<file path="src/rtl/pio8_edge_irq_pkg.sv">
// rtl/pio8_edge_irq_pkg.sv - shared constants for the pio8_edge_irq peripheral
// Purpose: register word addresses, identification constants and the default
//          debounce counter width used by the top level and its sub-module.
package pio8_edge_irq_pkg;

    localparam int DEB_W_DEFAULT = 16;

    localparam logic [2:0] ADDR_TYPE    = 3'd0;
    localparam logic [2:0] ADDR_ID      = 3'd1;
    localparam logic [2:0] ADDR_THRESH  = 3'd2;
    localparam logic [2:0] ADDR_LEVEL   = 3'd3;
    localparam logic [2:0] ADDR_EDGE_EN = 3'd4;
    localparam logic [2:0] ADDR_CAPTURE = 3'd5;
    localparam logic [2:0] ADDR_IRQMASK = 3'd6;

    localparam logic [31:0] TYPE_CODE = 32'h00000108;
    localparam logic [31:0] BLOCK_ID  = 32'hEA690001;

endpackage

</file>
<file path="src/rtl/pio_debounce_bit.sv">
// rtl/pio_debounce_bit.sv - 2-FF synchroniser plus debounce filter for one pin
// Purpose: brings one asynchronous pin into the clock domain and only lets the
//          filtered level follow it after it has differed for a full threshold.
// Ports:
//   i_clk       system clock
//   i_rst       asynchronous active-high reset
//   i_pin       raw asynchronous pin
//   i_thresh_m1 threshold minus one (already clamped so threshold 0 acts as 1)
//   o_filt      debounced level
module pio_debounce_bit #(
    parameter int DEB_W = 16
) (
    input  logic             i_clk,
    input  logic             i_rst,
    input  logic             i_pin,
    input  logic [DEB_W-1:0] i_thresh_m1,
    output logic             o_filt
);

    localparam logic [DEB_W-1:0] ONE = {{(DEB_W-1){1'b0}}, 1'b1};

    logic             r_sync1;
    logic             r_sync2;
    logic             r_filt;
    logic [DEB_W-1:0] r_cnt;

    always_ff @(posedge i_clk or posedge i_rst) begin
        if (i_rst) begin
            r_sync1 <= 1'b0;
            r_sync2 <= 1'b0;
            r_filt  <= 1'b0;
            r_cnt   <= '0;
        end else begin
            r_sync1 <= i_pin;
            r_sync2 <= r_sync1;
            if (r_sync2 == r_filt) begin
                r_cnt <= '0;
            end else if (r_cnt >= i_thresh_m1) begin
                // >= rather than == keeps a lowered threshold from stranding a
                // counter above the new limit, so it can never run away.
                r_filt <= r_sync2;
                r_cnt  <= '0;
            end else begin
                r_cnt <= r_cnt + ONE;
            end
        end
    end

    assign o_filt = r_filt;

endmodule

</file>
<file path="src/rtl/pio8_edge_irq.sv">
// rtl/pio8_edge_irq.sv - eight-input edge-capture interrupt peripheral
// Purpose: debounces the PIO8 pins, latches enabled rising/falling edges into
//          a write-1-to-clear capture register and drives a level interrupt.
// Ports:
//   csi_MCLK_clk         system clock
//   rsi_MRST_reset       asynchronous active-high reset
//   avs_gpio_*           Avalon-MM slave (3-bit word address, registered read)
//   coe_pin_in           PIO8 pin nets P7..P0, asynchronous
//   ins_irq_irq          level interrupt, active-high
module pio8_edge_irq
    import pio8_edge_irq_pkg::*;
#(
    parameter int             DEB_W     = DEB_W_DEFAULT,
    parameter logic [DEB_W-1:0] DEB_RESET = 16'd1000
) (
    input  logic        csi_MCLK_clk,
    input  logic        rsi_MRST_reset,
    input  logic [31:0] avs_gpio_writedata,
    output logic [31:0] avs_gpio_readdata,
    input  logic [2:0]  avs_gpio_address,
    input  logic [3:0]  avs_gpio_byteenable,
    input  logic        avs_gpio_write,
    input  logic        avs_gpio_read,
    output logic        avs_gpio_waitrequest,
    input  logic [7:0]  coe_pin_in,
    output logic        ins_irq_irq
);

    logic [DEB_W-1:0] r_thresh;
    logic [7:0]       r_rise_en;
    logic [7:0]       r_fall_en;
    logic [7:0]       r_capture;
    logic [7:0]       r_irq_mask;
    logic [7:0]       r_filt_d;
    logic [31:0]      r_readdata;
    logic             r_irq;

    logic [7:0]       w_filt;
    logic [DEB_W-1:0] w_thresh_m1;
    logic [31:0]      w_be_mask;
    logic [7:0]       w_set;
    logic [7:0]       w_clr;
    logic [31:0]      w_rd_mux;
    logic             w_unused;

    // Reads are always registered, so the read strobe itself carries no state.
    assign w_unused = &{1'b0, avs_gpio_read, avs_gpio_writedata[31:16]};

    // Threshold 0 is treated as 1 so filt still lags sync by one cycle.
    assign w_thresh_m1 = (r_thresh == '0) ? '0 : r_thresh - {{(DEB_W-1){1'b0}}, 1'b1};

    for (genvar i = 0; i < 8; i++) begin : g_deb
        pio_debounce_bit #(.DEB_W(DEB_W)) u_deb (
            .i_clk       (csi_MCLK_clk),
            .i_rst       (rsi_MRST_reset),
            .i_pin       (coe_pin_in[i]),
            .i_thresh_m1 (w_thresh_m1),
            .o_filt      (w_filt[i])
        );
    end

    assign w_be_mask = {{8{avs_gpio_byteenable[3]}}, {8{avs_gpio_byteenable[2]}},
                        {8{avs_gpio_byteenable[1]}}, {8{avs_gpio_byteenable[0]}}};

    assign w_set = (w_filt & ~r_filt_d & r_rise_en) | (~w_filt & r_filt_d & r_fall_en);
    assign w_clr = (avs_gpio_write && avs_gpio_address == ADDR_CAPTURE && avs_gpio_byteenable[0])
                   ? avs_gpio_writedata[7:0] : 8'h00;

    always_comb begin
        w_rd_mux = '0;
        case (avs_gpio_address)
            ADDR_TYPE:    w_rd_mux = TYPE_CODE;
            ADDR_ID:      w_rd_mux = BLOCK_ID;
            ADDR_THRESH:  w_rd_mux = 32'(r_thresh);
            ADDR_LEVEL:   w_rd_mux = {24'h0, w_filt};
            ADDR_EDGE_EN: w_rd_mux = {16'h0, r_fall_en, r_rise_en};
            ADDR_CAPTURE: w_rd_mux = {24'h0, r_capture};
            ADDR_IRQMASK: w_rd_mux = {24'h0, r_irq_mask};
            default:      w_rd_mux = '0;
        endcase
    end

    always_ff @(posedge csi_MCLK_clk or posedge rsi_MRST_reset) begin
        if (rsi_MRST_reset) begin
            r_thresh   <= DEB_RESET;
            r_rise_en  <= '0;
            r_fall_en  <= '0;
            r_capture  <= '0;
            r_irq_mask <= '0;
            r_filt_d   <= '0;
            r_readdata <= '0;
            r_irq      <= 1'b0;
        end else begin
            r_readdata <= w_rd_mux;
            r_filt_d   <= w_filt;
            // Set is OR-ed in after the clear so a coincident edge is never lost.
            r_capture  <= (r_capture & ~w_clr) | w_set;
            r_irq      <= |(r_capture & r_irq_mask);
            if (avs_gpio_write) begin
                case (avs_gpio_address)
                    ADDR_THRESH: r_thresh <= (r_thresh & ~w_be_mask[DEB_W-1:0])
                                           | (avs_gpio_writedata[DEB_W-1:0] & w_be_mask[DEB_W-1:0]);
                    ADDR_EDGE_EN: begin
                        if (avs_gpio_byteenable[0]) r_rise_en <= avs_gpio_writedata[7:0];
                        if (avs_gpio_byteenable[1]) r_fall_en <= avs_gpio_writedata[15:8];
                    end
                    ADDR_IRQMASK: if (avs_gpio_byteenable[0]) r_irq_mask <= avs_gpio_writedata[7:0];
                    default: ;
                endcase
            end
        end
    end

    assign avs_gpio_readdata    = r_readdata;
    assign avs_gpio_waitrequest = 1'b0;
    assign ins_irq_irq          = r_irq;

endmodule

</file>
<file path="config.mk">
export PLATFORM = sky130hd
export DESIGN_NAME = pio8_edge_irq
export DESIGN_NICKNAME = d
export VERILOG_FILES = /design/src/rtl/pio8_edge_irq_pkg.sv /design/src/rtl/pio_debounce_bit.sv /design/src/rtl/pio8_edge_irq.sv
export SDC_FILE = /design/constraint.sdc
export NUM_CORES = 1
export LEC_CHECK = 0
export CAP_MARGIN = 20
export CORE_ASPECT_RATIO = 1.5
export CORE_MARGIN = 2
export CORE_UTILIZATION = 28
export DETAILED_ROUTE_END_ITERATION = 16
export GPL_ROUTABILITY_DRIVEN = 0
export MAX_ROUTING_LAYER = met4
export SYNTH_ARGS = -nofsm -noshare
export SYNTH_HDL_FRONTEND = slang
export SYNTH_SLANG_ARGS = --single-unit
</file>
<file path="constraint.sdc">
create_clock -name csi_MCLK_clk -period 9.8 [get_ports csi_MCLK_clk]
set_input_delay 1.96 -clock csi_MCLK_clk [delete_from_list [all_inputs] [get_ports csi_MCLK_clk]]
set_output_delay 1.96 -clock csi_MCLK_clk [all_outputs]
set_load 0.01 [all_outputs]
</file>
Word-level counts from Yosys, hierarchy flattened
Index checks and enable logic that the tools add are counted.
{"block": "op_classes", "addsub": 9, "n_lt_le_gt_ge": 8, "n_eq_ne": 14, "n_mux": 19, "bitwise": 23, "reduce_logical": 17}
{"cell": "16-bit two-way mux", "count": 17}
{"cell": "32-bit one-hot mux with 7 select lines", "count": 1}
{"cell": "16-bit by 1-bit adder with 16-bit output, second input constant", "count": 8}
{"cell": "16-bit greater-or-equal comparator", "count": 8}
{"cell": "8-bit AND", "count": 6}
{"cell": "16-bit AND", "count": 2}
{"cell": "8-bit NOT", "count": 3}
{"cell": "2-bit AND reduction", "count": 9}
{"cell": "16-bit logical NOT", "count": 1}
{"cell": "16-bit NOT", "count": 1}
{"cell": "16-bit OR", "count": 1}
{"cell": "8-bit OR", "count": 2}
{"cell": "16-bit by 1-bit subtractor with 16-bit output, second input constant", "count": 1}
{"cell": "3-bit == test, second input constant", "count": 3}
{"cell": "3-bit AND reduction", "count": 3}
{"cell": "1-bit == test", "count": 8}
{"cell": "8-bit two-way mux", "count": 1}
{"cell": "1-bit NOT", "count": 8}
{"cell": "8-bit OR reduction", "count": 1}
{"cell": "3-bit by 2-bit == test with 1-bit output, second input constant", "count": 2}
{"cell": "3-bit by 1-bit == test with 1-bit output, second input constant", "count": 1}
{"cell": "3-bit logical NOT", "count": 1}
{"cell": "1-bit logical AND", "count": 2}
{"block": "word_totals", "regBits": 241, "in_bits": 51, "output_inout_bits": 34, "word_cells": 130}

Longest topological paths before layout
Gate-level depths: netlist (run 1).
{"block": "depth", "ltp_word": 7, "mapped_depth": 15, "depth_no_buf": 13}

Modules after synthesis
A second synthesis (run 1) with hierarchy kept.
{"block": "unflattened", "hier_cells": 1376, "hier_area_um2": 13585.5}
{"module": "pio_debounce_bit (g_deb[0].u_deb ...)", "n_inst": 7, "cells_each": 131, "area_per_inst_um2": 1249.9, "seq_area_each_um2": 475.5}
{"module": "pio8_edge_irq", "n_inst": 1, "cells_each": 324, "area_per_inst_um2": 3574.7, "seq_area_each_um2": 1859.3}
{"module": "pio_debounce_bit (g_deb[1].u_deb)", "n_inst": 1, "cells_each": 135, "area_per_inst_um2": 1261.2, "seq_area_each_um2": 475.5}

Least setup slack after synthesis (run 1)
Ideal clock, no wire load.
{"block": "synth_timing", "path_kind": "register -> register", "startpoint": "register (tool-made name)", "endpoint": "register g_deb[3].u_deb.r_cnt[10]", "setup_ps": 71, "t_arrival_ps": 3354, "t_required_ps": 9729, "slack_ps": 6375, "stages_incl_launch_ff": 15, "path_buffers": 3, "period_less_slack_ps": 3425, "cell_sequence": "dfstp_2 -> clkbuf_1 -> nor4_1 -> nand3_1 -> or3_1 -> a21oi_1 -> ha_1 -> a21oi_1 -> nand2_1 -> a221oi_2 -> o21ai_1 -> or3_1 -> buf_6 -> buf_8 -> nor2_1"}
{"item": "end signal: assignment", "line": "pio_debounce_bit.sv:44", "text": "r_cnt <= r_cnt + ONE;"}
{"item": "end: declaration", "line": "pio_debounce_bit.sv:25", "text": "logic [DEB_W-1:0] r_cnt;"}

==> impl_metrics.prom, run 1 <==
# TYPE chip_impl_metric gauge
chip_impl_info{name="outcome",value="complete, no violations"} 1
chip_impl_metric{name="antenna-diode-count",unit=""} 0
chip_impl_metric{name="io_buffer_count",unit=""} 57
chip_impl_metric{name="detailedRoute.firstPassIterationCount",unit=""} 4
chip_impl_info{name="hp-start",value="g_deb[6].u_deb.r_sync1"} 1
chip_impl_metric{name="yosysWarnings",unit=""} 0
chip_impl_metric{name="worst_skew_pair.late_latency",unit="ns"} 0.52
chip_impl_metric{name="grt_antenna_before_repair",unit=""} 0
chip_impl_metric{name="post-cts-setup-buffer-count",unit=""} 0
chip_impl_metric{name="timing.critical_path.buf_inv",unit=""} 0
chip_impl_info{name="path_delay_family",value="simple AND/OR/NAND/NOR gates"} 1
chip_impl_metric{name="final.setup_skew",unit="ns"} 0.00968
chip_impl_metric{name="die_width",unit="um"} 178
chip_impl_info{name="timing.critical_path.cells",value="or4_1 > nor3_1 > nand4b_1 > nand2_1 > ha_1 > a21oi_1 > o21ai_1 > a221oi_2 > o21ai_1 > or3_1 > nor2_1"} 1
chip_impl_metric{name="irDropWorstVdd",unit="mV"} 0.0981
chip_impl_metric{name="total_leakage_power",unit="nW"} 6.72
chip_impl_metric{name="path_max_fanout",unit=""} 16
chip_impl_metric{name="slew_headroom",unit="%"} 33.9
chip_impl_metric{name="first_global_vias",unit=""} 9401
chip_impl_metric{name="die_height",unit="um"} 266
chip_impl_metric{name="timing.critical_path.slowest_cell_delay",unit="ns"} 0.74
chip_impl_metric{name="power_switching_share",unit="%"} 33.5
chip_impl_info{name="yosysTopAreaCell",value="sky130_fd_sc_hd__dfrtp_1"} 1
chip_impl_metric{name="cts-resized-gates",unit=""} 0
chip_impl_metric{name="critPathArrivalTime",unit="ns"} 4.94
chip_impl_metric{name="placement.cell_area",unit="um2"} 13900
chip_impl_metric{name="layout.area.seq",unit="um2"} 5660
chip_impl_metric{name="detailroute.via_count",unit=""} 9241
chip_impl_metric{name="routedWlPerCell",unit="um"} 16.0
chip_impl_metric{name="cell_internal_pwr",unit="mW"} 2.01
chip_impl_info{name="tritoncts",value="yes"} 1
chip_impl_info{name="grt_setup_unrepaired",value="false"} 1
chip_impl_info{name="synth.top_cells.by_area",value="sky130_fd_sc_hd__dfrtp_1 (43%), sky130_fd_sc_hd__ha_1 (14%), sky130_fd_sc_hd__xor2_1 (6.4%)"} 1
chip_impl_info{name="cp_common_cell",value="sky130_fd_sc_hd__o21ai_1"} 1
chip_impl_metric{name="dp.final_hpwl",unit="um"} 21500
chip_impl_metric{name="fillCellCount",unit=""} 4585
chip_impl_metric{name="global_route_wire_length_before_repair",unit="um"} 49900
chip_impl_metric{name="num-nets-final",unit=""} 1489
chip_impl_metric{name="slew_viol_final",unit=""} 0
chip_impl_metric{name="design_area",unit="um2"} 14700
chip_impl_metric{name="track_usage",unit="%"} 13.6
chip_impl_info{name="timing.critical_path.from_type",value="register"} 1
chip_impl_info{name="ctsRootBufferMaster",value="sky130_fd_sc_hd__clkbuf_16"} 1
chip_impl_metric{name="design.core.area",unit="um2"} 44900
chip_impl_metric{name="ys_ff_latch",unit=""} 226
chip_impl_info{name="critPathCaptureType",value="register"} 1
chip_impl_metric{name="multi_input_area",unit="um2"} 6770
chip_impl_metric{name="clockBufferDepth",unit=""} 3
chip_impl_info{name="cp_slowest_cell",value="sky130_fd_sc_hd__nand2_1"} 1
chip_impl_metric{name="place_worst_setup_slack",unit="ns"} 5.22
chip_impl_info{name="hold_path.class",value="reg -> reg"} 1
chip_impl_metric{name="final_layout_size_suffix_gt1_share",unit="%"} 7.74
chip_impl_metric{name="avgSynthCellArea",unit="um2"} 10.2
chip_impl_metric{name="finalWorstSetupSlack",unit="ns"} 5.30
chip_impl_metric{name="die_area",unit="um2"} 47400
chip_impl_metric{name="gr-total-overflow",unit=""} 0
chip_impl_info{name="yosys_most_used_dff",value="sky130_fd_sc_hd__dfrtp_1"} 1
chip_impl_metric{name="regToRegSetupSlack",unit="ns"} 5.30
chip_impl_metric{name="detailedRoute.firstIterationViolations",unit=""} 460
chip_impl_metric{name="post_synth_num_cell_types",unit=""} 63
chip_impl_metric{name="drc",unit=""} 0
chip_impl_metric{name="totalWireLength",unit="um"} 30400
chip_impl_metric{name="hold_buffers",unit=""} 0
chip_impl_metric{name="clock-sinks",unit=""} 226
chip_impl_metric{name="finalHoldViolCount",unit=""} 0
chip_impl_metric{name="drv.max_cap_violation_count",unit=""} 0
chip_impl_metric{name="async_reset_ff_share",unit="%"} 100
chip_impl_metric{name="cts.clk_slew.worst_paths",unit="ns"} 0.06
chip_impl_metric{name="timing.hold.ws",unit="ns"} 0.347
chip_impl_metric{name="tightestPinTransition",unit="ns"} 0.992
chip_impl_metric{name="yosysSeqAreaShare",unit="%"} 44.3
chip_impl_metric{name="drt-vias-per-instance",unit=""} 4.87
chip_impl_metric{name="power_switching",unit="mW"} 1.01
chip_impl_metric{name="initial_utilization",unit="%"} 28.4
chip_impl_metric{name="seq_power_share",unit="%"} 41.2
chip_impl_metric{name="power",unit="mW"} 3.02
chip_impl_info{name="crit_type",value="reg -> reg"} 1
chip_impl_metric{name="numCtsBuffers",unit=""} 24
chip_impl_metric{name="postSynthCellCount",unit=""} 1251
chip_impl_metric{name="finalSetupViolations",unit=""} 0
chip_impl_metric{name="ant_nets",unit=""} 0
chip_impl_metric{name="grt_start_max_net_pins",unit=""} 78
chip_impl_metric{name="synth.top_cell.area_share",unit="%"} 43.1
chip_impl_metric{name="final_period_minus_worst_setup_slack",unit="ns"} 4.50
chip_impl_metric{name="synth_edf_count",unit=""} 0
chip_impl_metric{name="setup_total_negative_slack",unit="ns"} 0
chip_impl_metric{name="pin_count",unit=""} 85
chip_impl_metric{name="pwr_cell_area",unit="nW/um2"} 205
chip_impl_metric{name="p_clk_share",unit="%"} 33.1
chip_impl_metric{name="num_rows",unit=""} 95
chip_impl_metric{name="area_growth_from_synthesis_to_layout",unit="%"} 15.4
chip_impl_metric{name="cts_htree_levels",unit=""} 1
chip_impl_metric{name="syn-cell-area",unit="um2"} 12800
chip_impl_metric{name="cp_data_required_time",unit="ns"} 10.24
chip_impl_metric{name="fmax",unit="MHz"} 222
chip_impl_metric{name="power.share.combinational",unit="%"} 25.7
chip_impl_metric{name="finalCritPeriodShare",unit="%"} 45.9
[routing by layer]
metal	global-route usage (%)	part of all wire [%]
met1	15.1	41
met2	24.9	53
met3	1.64	3.9
met4	4.50	2.8
met5	-	0
[cells in the final DEF, fill, tap and decap left out, types with 38 or more instances in the layout]
cell type / synthesis / layout
sky130_fd_sc_hd__a21oi_1: 58 / 58
sky130_fd_sc_hd__dfrtp_1: 220 / 220
sky130_fd_sc_hd__nand3_1: 62 / 62
sky130_fd_sc_hd__nor2_1: 174 / 174
sky130_fd_sc_hd__clkdlybuf4s50_1: 0 / 57
sky130_fd_sc_hd__xnor2_1: 38 / 38
sky130_fd_sc_hd__xor2_1: 93 / 93
sky130_fd_sc_hd__mux2_2: 44 / 44
sky130_fd_sc_hd__ha_1: 138 / 138
sky130_fd_sc_hd__nand2_1: 107 / 107
[final cells by class]
| cell class | instances | share of cell area, % |
|---|---|---|
| multi-input cells | 963 | 46.0 |
| flip-flops and latches | 226 | 38.4 |
| clock buffers | 37 | 4.89 |
| clock inverters | 6 | 1.05 |
| inverters | 24 | 0.662 |
| repair buffers | 61 | 4.08 |
| well taps | 582 | 4.94 |
[cell usage after synthesis, drive strengths merged, types with 2 or more instances]
master,count
a22o,7
mux2,44
and2,5
dfrtp,220
o211ai,3
buf,32
a221o,6
o21a,2
xnor2,38
a211oi,4
nand2b,13
o221ai,3
nand4b,2
nor2b,5
dfstp,6
nand4,34
inv,24
nand3,62
nor4,3
a21oi,58
a2111oi,3
nor3,13
ha,138
nand2,108
nor3b,2
a21o,9
clkbuf,13
and3,25
o311ai,3
mux2i,7
a221oi,2
o22ai,7
a22oi,11
or3,6
o21ai,30
nor2,176
and4,21
a211o,3
xor2,93
[sequential cells by signal (all words and copies together), names as in the netlist, named ones only]
signal,flops
r_filt_d,8
avs_gpio_readdata,17
r_capture,8
r_fall_en,8
ins_irq_irq,1
g_deb.u_deb.r_cnt,128
g_deb.u_deb.r_sync2,8
g_deb.u_deb.r_sync1,8
r_rise_en,8
r_irq_mask,8
g_deb.u_deb.o_filt,8
[final timing paths]
check	cells after the start	to
setup / recovery	11	g_deb[3].u_deb.r_cnt[2]
hold / removal	0	g_deb[6].u_deb.r_sync2
setup reg to reg	11	g_deb[3].u_deb.r_cnt[2]
hold reg to reg	0	g_deb[6].u_deb.r_sync2
max in group asynchronous	3	g_deb[0].u_deb.o_filt
min in group asynchronous	2	g_deb[3].u_deb.r_sync2
[worst register-to-register path: stages (launching register included)]
cell and delay, ns:
sky130_fd_sc_hd__dfrtp_1 0.44, sky130_fd_sc_hd__or4_1 0.59, sky130_fd_sc_hd__nor3_1 0.24, sky130_fd_sc_hd__nand4b_1 0.52
sky130_fd_sc_hd__nand2_1 0.75, sky130_fd_sc_hd__ha_1 0.37, sky130_fd_sc_hd__a21oi_1 0.15, sky130_fd_sc_hd__o21ai_1 0.10
sky130_fd_sc_hd__a221oi_2 0.27, sky130_fd_sc_hd__o21ai_1 0.12, sky130_fd_sc_hd__or3_1 0.65, sky130_fd_sc_hd__nor2_1 0.22
[kinds of logic (layout without fill, tap and decap cells)]
family,count (synthesis),in the layout,synth area share [%]
xor gates and xnor gates,131,131,8.98
DFF,226,226,44.3
and+or+nand+nor,478,478,17.8
muxes,51,51,4.43
adders and majority gates,138,138,13.5
other,1,8,0.0294
buffers and inverters,69,128,2.82
AOI/OAI and AO/OA,157,157,8.03
[power by group through the flow]
stage	Clock [mW]	Combinational, mW	Sequential, mW
CTS	1.03	0.790	1.24
global route	1.07	0.889	1.27
floorplan	0	0.565	1.20
finish	1.00	0.778	1.25
detailed placement	0	0.782	1.26
global placement	0	0.761	1.26
[through the flow]
stage	std cells	utilization, %
finish	1899	32.8
global route	1899	32.8
CTS	1899	32.8
detailed placement	1856	30.9
global placement	1856	30.9
floorplan	1258	-
(Power assumes the default switching activity.)
==> run 2, diff against run 1 <==
==> constraint.sdc (replaced) <==
create_clock -name csi_MCLK_clk -period 4.4 [get_ports csi_MCLK_clk]
set_input_delay 0.88 -clock csi_MCLK_clk [delete_from_list [all_inputs] [get_ports csi_MCLK_clk]]
set_output_delay 0.88 -clock csi_MCLK_clk [all_outputs]
set_load 0.01 [all_outputs]
==> run 2 against run 1 <==
  * Via count rose by 2.1%
  * Non-clock buffer count is 24 higher
  * Power up 120%
  * Final cell count grew 1.4%
  * Register-to-register slack got worse by 5.0 ns
  * Core utilization up 0.27 points
  * First-iteration DRC count unchanged
  * Critical endpoint is now g_deb[1].u_deb.r_cnt[2]
  * Largest power group unchanged
==> impl_metrics.prom, run 2 (same netlist as run 1, synthesis figures left out) <==
# TYPE chip_impl_metric gauge
chip_impl_metric{name="tightestPinTransition",unit="ns"} 0.838
chip_impl_metric{name="setup_total_negative_slack",unit="ns"} 0
chip_impl_metric{name="cts-resized-gates",unit=""} 0
chip_impl_info{name="hp-start",value="g_deb[2].u_deb.r_sync1"} 1
chip_impl_metric{name="finalSetupViolations",unit=""} 0
chip_impl_metric{name="layout.area.seq",unit="um2"} 5660
chip_impl_metric{name="io_buffer_count",unit=""} 57
chip_impl_metric{name="timing.critical_path.slowest_cell_delay",unit="ns"} 0.57
chip_impl_metric{name="numCtsBuffers",unit=""} 25
chip_impl_metric{name="totalWireLength",unit="um"} 31400
chip_impl_info{name="tritoncts",value="yes"} 1
chip_impl_info{name="grt_setup_unrepaired",value="false"} 1
chip_impl_info{name="cp_slowest_cell",value="sky130_fd_sc_hd__or4_1"} 1
chip_impl_metric{name="die_height",unit="um"} 266
chip_impl_metric{name="grt_antenna_before_repair",unit=""} 0
chip_impl_metric{name="track_usage",unit="%"} 13.7
chip_impl_info{name="hold_path.class",value="reg -> reg"} 1
chip_impl_info{name="max_flop_register",value="g_deb.u_deb.r_cnt"} 1
chip_impl_metric{name="drv.max_cap_violation_count",unit=""} 0
chip_impl_metric{name="pwr_cell_area",unit="nW/um2"} 450
chip_impl_metric{name="first_global_vias",unit=""} 9509
chip_impl_metric{name="final_period_minus_worst_setup_slack",unit="ns"} 4.07
chip_impl_metric{name="design.core.area",unit="um2"} 44900
chip_impl_metric{name="ant_nets",unit=""} 0
chip_impl_metric{name="fillCellCount",unit=""} 4601
chip_impl_metric{name="hold_buffers",unit=""} 0
chip_impl_info{name="crit_type",value="reg -> reg"} 1
chip_impl_metric{name="die_area",unit="um2"} 47400
chip_impl_metric{name="largest_reg_flops",unit=""} 128
chip_impl_metric{name="final_layout_size_suffix_gt1_share",unit="%"} 9.68
chip_impl_metric{name="final.setup_skew",unit="ns"} 0.0109
chip_impl_metric{name="worst_skew_pair.late_latency",unit="ns"} 0.53
chip_impl_metric{name="total_leakage_power",unit="nW"} 6.80
chip_impl_metric{name="detailedRoute.firstIterationViolations",unit=""} 460
chip_impl_metric{name="dp.final_hpwl",unit="um"} 22600
chip_impl_metric{name="detailedRoute.firstPassIterationCount",unit=""} 5
chip_impl_metric{name="num_rows",unit=""} 95
chip_impl_metric{name="drc",unit=""} 0
chip_impl_info{name="timing.critical_path.cells",value="or4_1 > nor3_1 > nand4b_1 > buf_4 > nand2_1 > ha_1 > o21ai_0 > nor2_1 > o311ai_1 > nand4_1 > nand2b_1 > nor2_1"} 1
chip_impl_metric{name="gr-total-overflow",unit=""} 0
chip_impl_metric{name="irDropWorstVdd",unit="mV"} 0.233
chip_impl_info{name="layout_common_cells",value="sky130_fd_sc_hd__dfrtp_1 (220), sky130_fd_sc_hd__nor2_1 (174), sky130_fd_sc_hd__ha_1 (138)"} 1
chip_impl_metric{name="post-cts-setup-buffer-count",unit=""} 0
chip_impl_metric{name="clockBufferDepth",unit=""} 3
chip_impl_metric{name="routedWlPerCell",unit="um"} 16.3
chip_impl_metric{name="clock-sinks",unit=""} 226
chip_impl_metric{name="initial_utilization",unit="%"} 28.4
chip_impl_info{name="timing.critical_path.from_type",value="register"} 1
chip_impl_metric{name="drt-vias-per-instance",unit=""} 4.90
chip_impl_info{name="cp_common_cell",value="sky130_fd_sc_hd__nor2_1"} 1
chip_impl_metric{name="num-nets-final",unit=""} 1514
chip_impl_info{name="critPathCaptureType",value="register"} 1
chip_impl_metric{name="multi_input_area",unit="um2"} 6770
chip_impl_metric{name="finalHoldViolCount",unit=""} 0
chip_impl_metric{name="slew_headroom",unit="%"} 44.2
chip_impl_metric{name="global_route_wire_length_before_repair",unit="um"} 50300
chip_impl_metric{name="fmax",unit="MHz"} 246
chip_impl_metric{name="cts_htree_levels",unit=""} 1
chip_impl_metric{name="detailroute.via_count",unit=""} 9436
chip_impl_metric{name="path_max_fanout",unit=""} 16
chip_impl_metric{name="grt_start_max_net_pins",unit=""} 145
chip_impl_metric{name="cts.clk_slew.worst_paths",unit="ns"} 0.06
chip_impl_metric{name="die_width",unit="um"} 178
chip_impl_info{name="outcome",value="complete, no violations"} 1
chip_impl_metric{name="timing.hold.ws",unit="ns"} 0.345
chip_impl_metric{name="cp_data_required_time",unit="ns"} 4.85
chip_impl_metric{name="antenna-diode-count",unit=""} 0
chip_impl_metric{name="critPathArrivalTime",unit="ns"} 4.51
chip_impl_metric{name="area_growth_from_synthesis_to_layout",unit="%"} 16.4
chip_impl_metric{name="pin_count",unit=""} 85
chip_impl_info{name="layout.cells.most_common",value="sky130_fd_sc_hd__dfrtp_1"} 1
chip_impl_metric{name="finalCritPeriodShare",unit="%"} 92.5
chip_impl_info{name="ctsRootBufferMaster",value="sky130_fd_sc_hd__clkbuf_16"} 1
chip_impl_metric{name="slew_viol_final",unit=""} 0
[run 2: cell types whose count changed in the layout (fill, tap and decap cells not counted), sizes merged]
cell / previous run / this run
buf: 4 / 28
clkinv: 1 / 6
bufinv: 5 / 1
clkinvlp: 0 / 4
clkbuf: 37 / 34
[run 2: path summary, 6_finish.rpt]
check	endpoint	slack [ns]	cells past startpoint
worst max register to register	g_deb[1].u_deb.r_cnt[2]	0.33	12
worst min register to register	g_deb[2].u_deb.r_sync2	0.34	0
max in group asynchronous	g_deb[7].u_deb.r_cnt[4]	2.74	3
min in group asynchronous	avs_gpio_readdata[9]	0.61	2
worst max-delay path	g_deb[1].u_deb.r_cnt[2]	0.33	12
worst min-delay path	g_deb[2].u_deb.r_sync2	0.34	0
[run 2: critical path: cells and delay by family, from the launching register on]
kind                       cells  cell delay, ns
AOI/OAI and AO/OA              2            0.31
adders and majority gates      1            0.35
buffers and inverters          1            0.28
DFF                            1            0.43
and+or+nand+nor                8            2.62
[run 2: layout make-up]
cell class                      instances  share of cell area (%)
Clock buffer                           34                    4.71
Inverter                               24                   0.632
Multi-Input combinational cell        963                    45.6
Timing Repair Buffer                   85                    5.42
Sequential cell                       226                    38.1
Tap cell                              582                    4.90
Clock inverter                         11                   0.640
[run 2: routing by layer]
metal / GRT usage (%) / routed length [um] / vias to the layer above
li1: - / - / 4549
met3: 2.10 / 1430 / 63
met4: 5.71 / 1210 / 0
met2: 23.9 / 15700 / 203
met1: 15.6 / 13100 / 4621
met5: - / 0 / -
[run 2: metrics by stage]
step	power [mW]	instances	instance area, um2	setup WS (ns)	utilization (%)
finish	6.69	1925	14900	0.332	33.1
global route	7.13	1925	14900	0.0580	33.1
CTS	6.77	1925	14900	0.277	33.1
detailed placement	4.67	1880	14100	0.301	31.3
global placement	4.60	1880	14100	0.419	31.3
floorplan	3.93	1258	12800	0.573	-
[run 2: report_power, final]
group          leakage (nW)  internal, mW  switching [mW]  total, mW
sequential             2.94          2.39           0.397       2.78
clock                 0.386          1.18           0.872       2.05
combinational          3.47         0.770            1.09       1.86
==> run 3, diff against run 2 <==
--- a/config.mk
+++ b/config.mk
@@ -5,10 +5,10 @@
 export SDC_FILE = /design/constraint.sdc
 export NUM_CORES = 1
 export LEC_CHECK = 0
-export CAP_MARGIN = 20
+export CAP_MARGIN = 10
 export CORE_ASPECT_RATIO = 1.5
-export CORE_MARGIN = 2
 export CORE_UTILIZATION = 28
+export CTS_BUF_LIST = sky130_fd_sc_hd__clkbuf_8
 export DETAILED_ROUTE_END_ITERATION = 16
 export GPL_ROUTABILITY_DRIVEN = 0
 export MAX_ROUTING_LAYER = met4
==> run 3 against run 2 <==
  * Die area down 1.9%
  * Clock skew is 0.0013 ns higher
  * Clock power down 4%
  * Non-clock buffer count grew 5
  * First-iteration DRC count fell by 14%
  * Worst setup slack improved by 0.013 ns
  * Largest power group unchanged
==> impl_metrics.prom, run 3 (same netlist as run 1, synthesis figures left out) <==
# TYPE chip_impl_metric gauge
chip_impl_metric{name="fillCellCount",unit=""} 4580
chip_impl_metric{name="largest_reg_flops",unit=""} 128
chip_impl_metric{name="finalWorstSetupSlack",unit="ns"} 0.345
chip_impl_metric{name="dp.final_hpwl",unit="um"} 22900
chip_impl_metric{name="track_usage",unit="%"} 14.4
chip_impl_metric{name="tightestPinTransition",unit="ns"} 0.771
chip_impl_info{name="crit_type",value="reg -> reg"} 1
chip_impl_metric{name="slew_viol_final",unit=""} 0
chip_impl_metric{name="worst_skew_pair.late_latency",unit="ns"} 0.54
chip_impl_info{name="ctsRootBufferMaster",value="sky130_fd_sc_hd__clkbuf_8"} 1
chip_impl_metric{name="finalHoldViolCount",unit=""} 0
chip_impl_metric{name="final_period_minus_worst_setup_slack",unit="ns"} 4.05
chip_impl_metric{name="placed_cells_incl_taps",unit=""} 1885
chip_impl_metric{name="clockBufferDepth",unit=""} 3
chip_impl_metric{name="detailroute.via_count",unit=""} 9481
chip_impl_info{name="hold_path.class",value="reg -> reg"} 1
chip_impl_metric{name="pwr_cell_area",unit="nW/um2"} 442
chip_impl_info{name="timing.critical_path.cells",value="nor4_1 > nand3_1 > or3_1 > a21oi_1 > buf_4 > ha_1 > nand4_1 > nor3_1 > a2111o_1 > a31oi_1 > nand2_2 > nor2_1"} 1
chip_impl_metric{name="global_route_wire_length_before_repair",unit="um"} 51600
chip_impl_metric{name="path_max_fanout",unit=""} 15
chip_impl_metric{name="fin_cells",unit=""} 1951
chip_impl_metric{name="fmax",unit="MHz"} 247
chip_impl_metric{name="cts.clk_slew.worst_paths",unit="ns"} 0.06
chip_impl_metric{name="place_worst_setup_slack",unit="ns"} 0.315
chip_impl_metric{name="critPathArrivalTime",unit="ns"} 4.51
chip_impl_metric{name="detailedRoute.firstPassIterationCount",unit=""} 5
chip_impl_metric{name="io_buffer_count",unit=""} 57
chip_impl_metric{name="final_layout_size_suffix_gt1_share",unit="%"} 11.2
chip_impl_metric{name="setup_total_negative_slack",unit="ns"} 0
chip_impl_metric{name="die_area",unit="um2"} 46500
chip_impl_info{name="critPathCaptureType",value="register"} 1
chip_impl_metric{name="design.core.area",unit="um2"} 44900
chip_impl_metric{name="finalCritPeriodShare",unit="%"} 92.2
chip_impl_metric{name="grt_start_max_net_pins",unit=""} 97
chip_impl_metric{name="final.setup_skew",unit="ns"} 0.0121
chip_impl_metric{name="numCtsBuffers",unit=""} 36
chip_impl_metric{name="detailedRoute.firstIterationViolations",unit=""} 396
chip_impl_metric{name="finalSetupViolations",unit=""} 0
chip_impl_metric{name="cp_data_required_time",unit="ns"} 4.86
chip_impl_metric{name="timing.critical_path.slowest_cell_delay",unit="ns"} 0.57
chip_impl_metric{name="drt-vias-per-instance",unit=""} 4.86
chip_impl_metric{name="irDropWorstVdd",unit="mV"} 0.185
chip_impl_metric{name="grt_antenna_before_repair",unit=""} 2
chip_impl_metric{name="num_rows",unit=""} 95
chip_impl_metric{name="slew_headroom",unit="%"} 48.5
chip_impl_info{name="grt_setup_unrepaired",value="false"} 1
chip_impl_info{name="outcome",value="complete, no violations"} 1
chip_impl_metric{name="die_height",unit="um"} 264
chip_impl_metric{name="initial_utilization",unit="%"} 28.4
chip_impl_info{name="cp_slowest_cell",value="sky130_fd_sc_hd__a21oi_1"} 1
chip_impl_info{name="timing.critical_path.from_type",value="register"} 1
chip_impl_metric{name="drc",unit=""} 0
chip_impl_metric{name="first_global_vias",unit=""} 9848
chip_impl_metric{name="drv.max_cap_violation_count",unit=""} 0
chip_impl_metric{name="clock-sinks",unit=""} 226
chip_impl_info{name="tritoncts",value="yes"} 1
chip_impl_metric{name="pin_count",unit=""} 85
chip_impl_info{name="layout.cells.most_common",value="sky130_fd_sc_hd__dfrtp_1"} 1
chip_impl_metric{name="area_growth_from_synthesis_to_layout",unit="%"} 16.6
chip_impl_metric{name="die_width",unit="um"} 176
chip_impl_info{name="max_flop_register",value="g_deb.u_deb.r_cnt"} 1
chip_impl_metric{name="cts_htree_levels",unit=""} 2
chip_impl_metric{name="routedWlPerCell",unit="um"} 16.1
chip_impl_metric{name="gr-total-overflow",unit=""} 0
chip_impl_metric{name="totalWireLength",unit="um"} 31300
chip_impl_metric{name="ant_nets",unit=""} 0
chip_impl_metric{name="total_leakage_power",unit="nW"} 6.87
chip_impl_info{name="layout_common_cells",value="sky130_fd_sc_hd__dfrtp_1 (220), sky130_fd_sc_hd__nor2_1 (174), sky130_fd_sc_hd__ha_1 (138)"} 1
chip_impl_metric{name="num-nets-final",unit=""} 1530
run 3: critical path, delay by kind of cell (launching register included):
| family | cells | cell delay, ns |
|---|---|---|
| and+or+nand+nor | 7 | 1.80 |
| AOI/OAI and AO/OA | 3 | 1.21 |
| DFF | 1 | 0.40 |
| buffers and inverters | 1 | 0.30 |
| adders and majority gates | 1 | 0.25 |
run 3: where the power goes:
group	switching, mW	leakage [nW]	internal, mW
sequential	0.386	2.94	2.38
clock	0.872	0.438	1.09
combinational	1.07	3.49	0.780
run 3: metrics by stage:
stage | hold WS (ns) | power (mW) | cell area [um2] | utilization [%]
finish | 0.342 | 6.58 | 14900 | 33.1
floorplan | 0.331 | 3.93 | 12800 | -
global placement | 0.334 | 4.61 | 14100 | 31.4
detailed placement | 0.335 | 4.67 | 14100 | 31.4
CTS | 0.344 | 6.68 | 14900 | 33.1
global route | 0.354 | 7.01 | 14900 | 33.1
run 3: final cells by class:
type                       instances  area [um2]  share of cell area (%)
antenna                            2        5.00                  0.0336
clock buffer                      51         702                    4.71
clock inverter                    13        81.3                   0.546
inverter                          24        93.8                   0.630
multi-input combinational        963        6770                    45.5
sequential                       226        5660                    38.0
tap                              582         728                    4.89
timing repair buffer              90         843                    5.66
run 3: final timing paths:
| path | from | to | slack [ns] | cells past startpoint |
|---|---|---|---|---|
| worst max-delay path | register | g_deb[2].u_deb.r_cnt[3] | 0.35 | 12 |
| worst min-delay path | g_deb[3].u_deb.r_sync1 | g_deb[3].u_deb.r_sync2 | 0.34 | 0 |
| worst max register to register | register | g_deb[2].u_deb.r_cnt[3] | 0.35 | 12 |
| worst min register to register | g_deb[3].u_deb.r_sync1 | g_deb[3].u_deb.r_sync2 | 0.34 | 0 |
| max in group asynchronous | rsi_MRST_reset | g_deb[7].u_deb.r_cnt[9] | 2.87 | 3 |
| min in group asynchronous | rsi_MRST_reset | g_deb[3].u_deb.r_cnt[14] | 0.68 | 2 |
run 3: timing repair:
action                                  4_1_cts  5_1_grt
endpoints found under the setup margin        0        4
resized for setup                             0        1
buffers inserted                              0        0
hold buffers                                  0        0
run 3: metal layers:
metal,track usage [%],part of all wire [%],wire [um]
met5,-,0,0
met4,7.39,4.8,1500
met3,2.34,4.1,1290
met2,25.7,52,16300
met1,15.1,39,12300
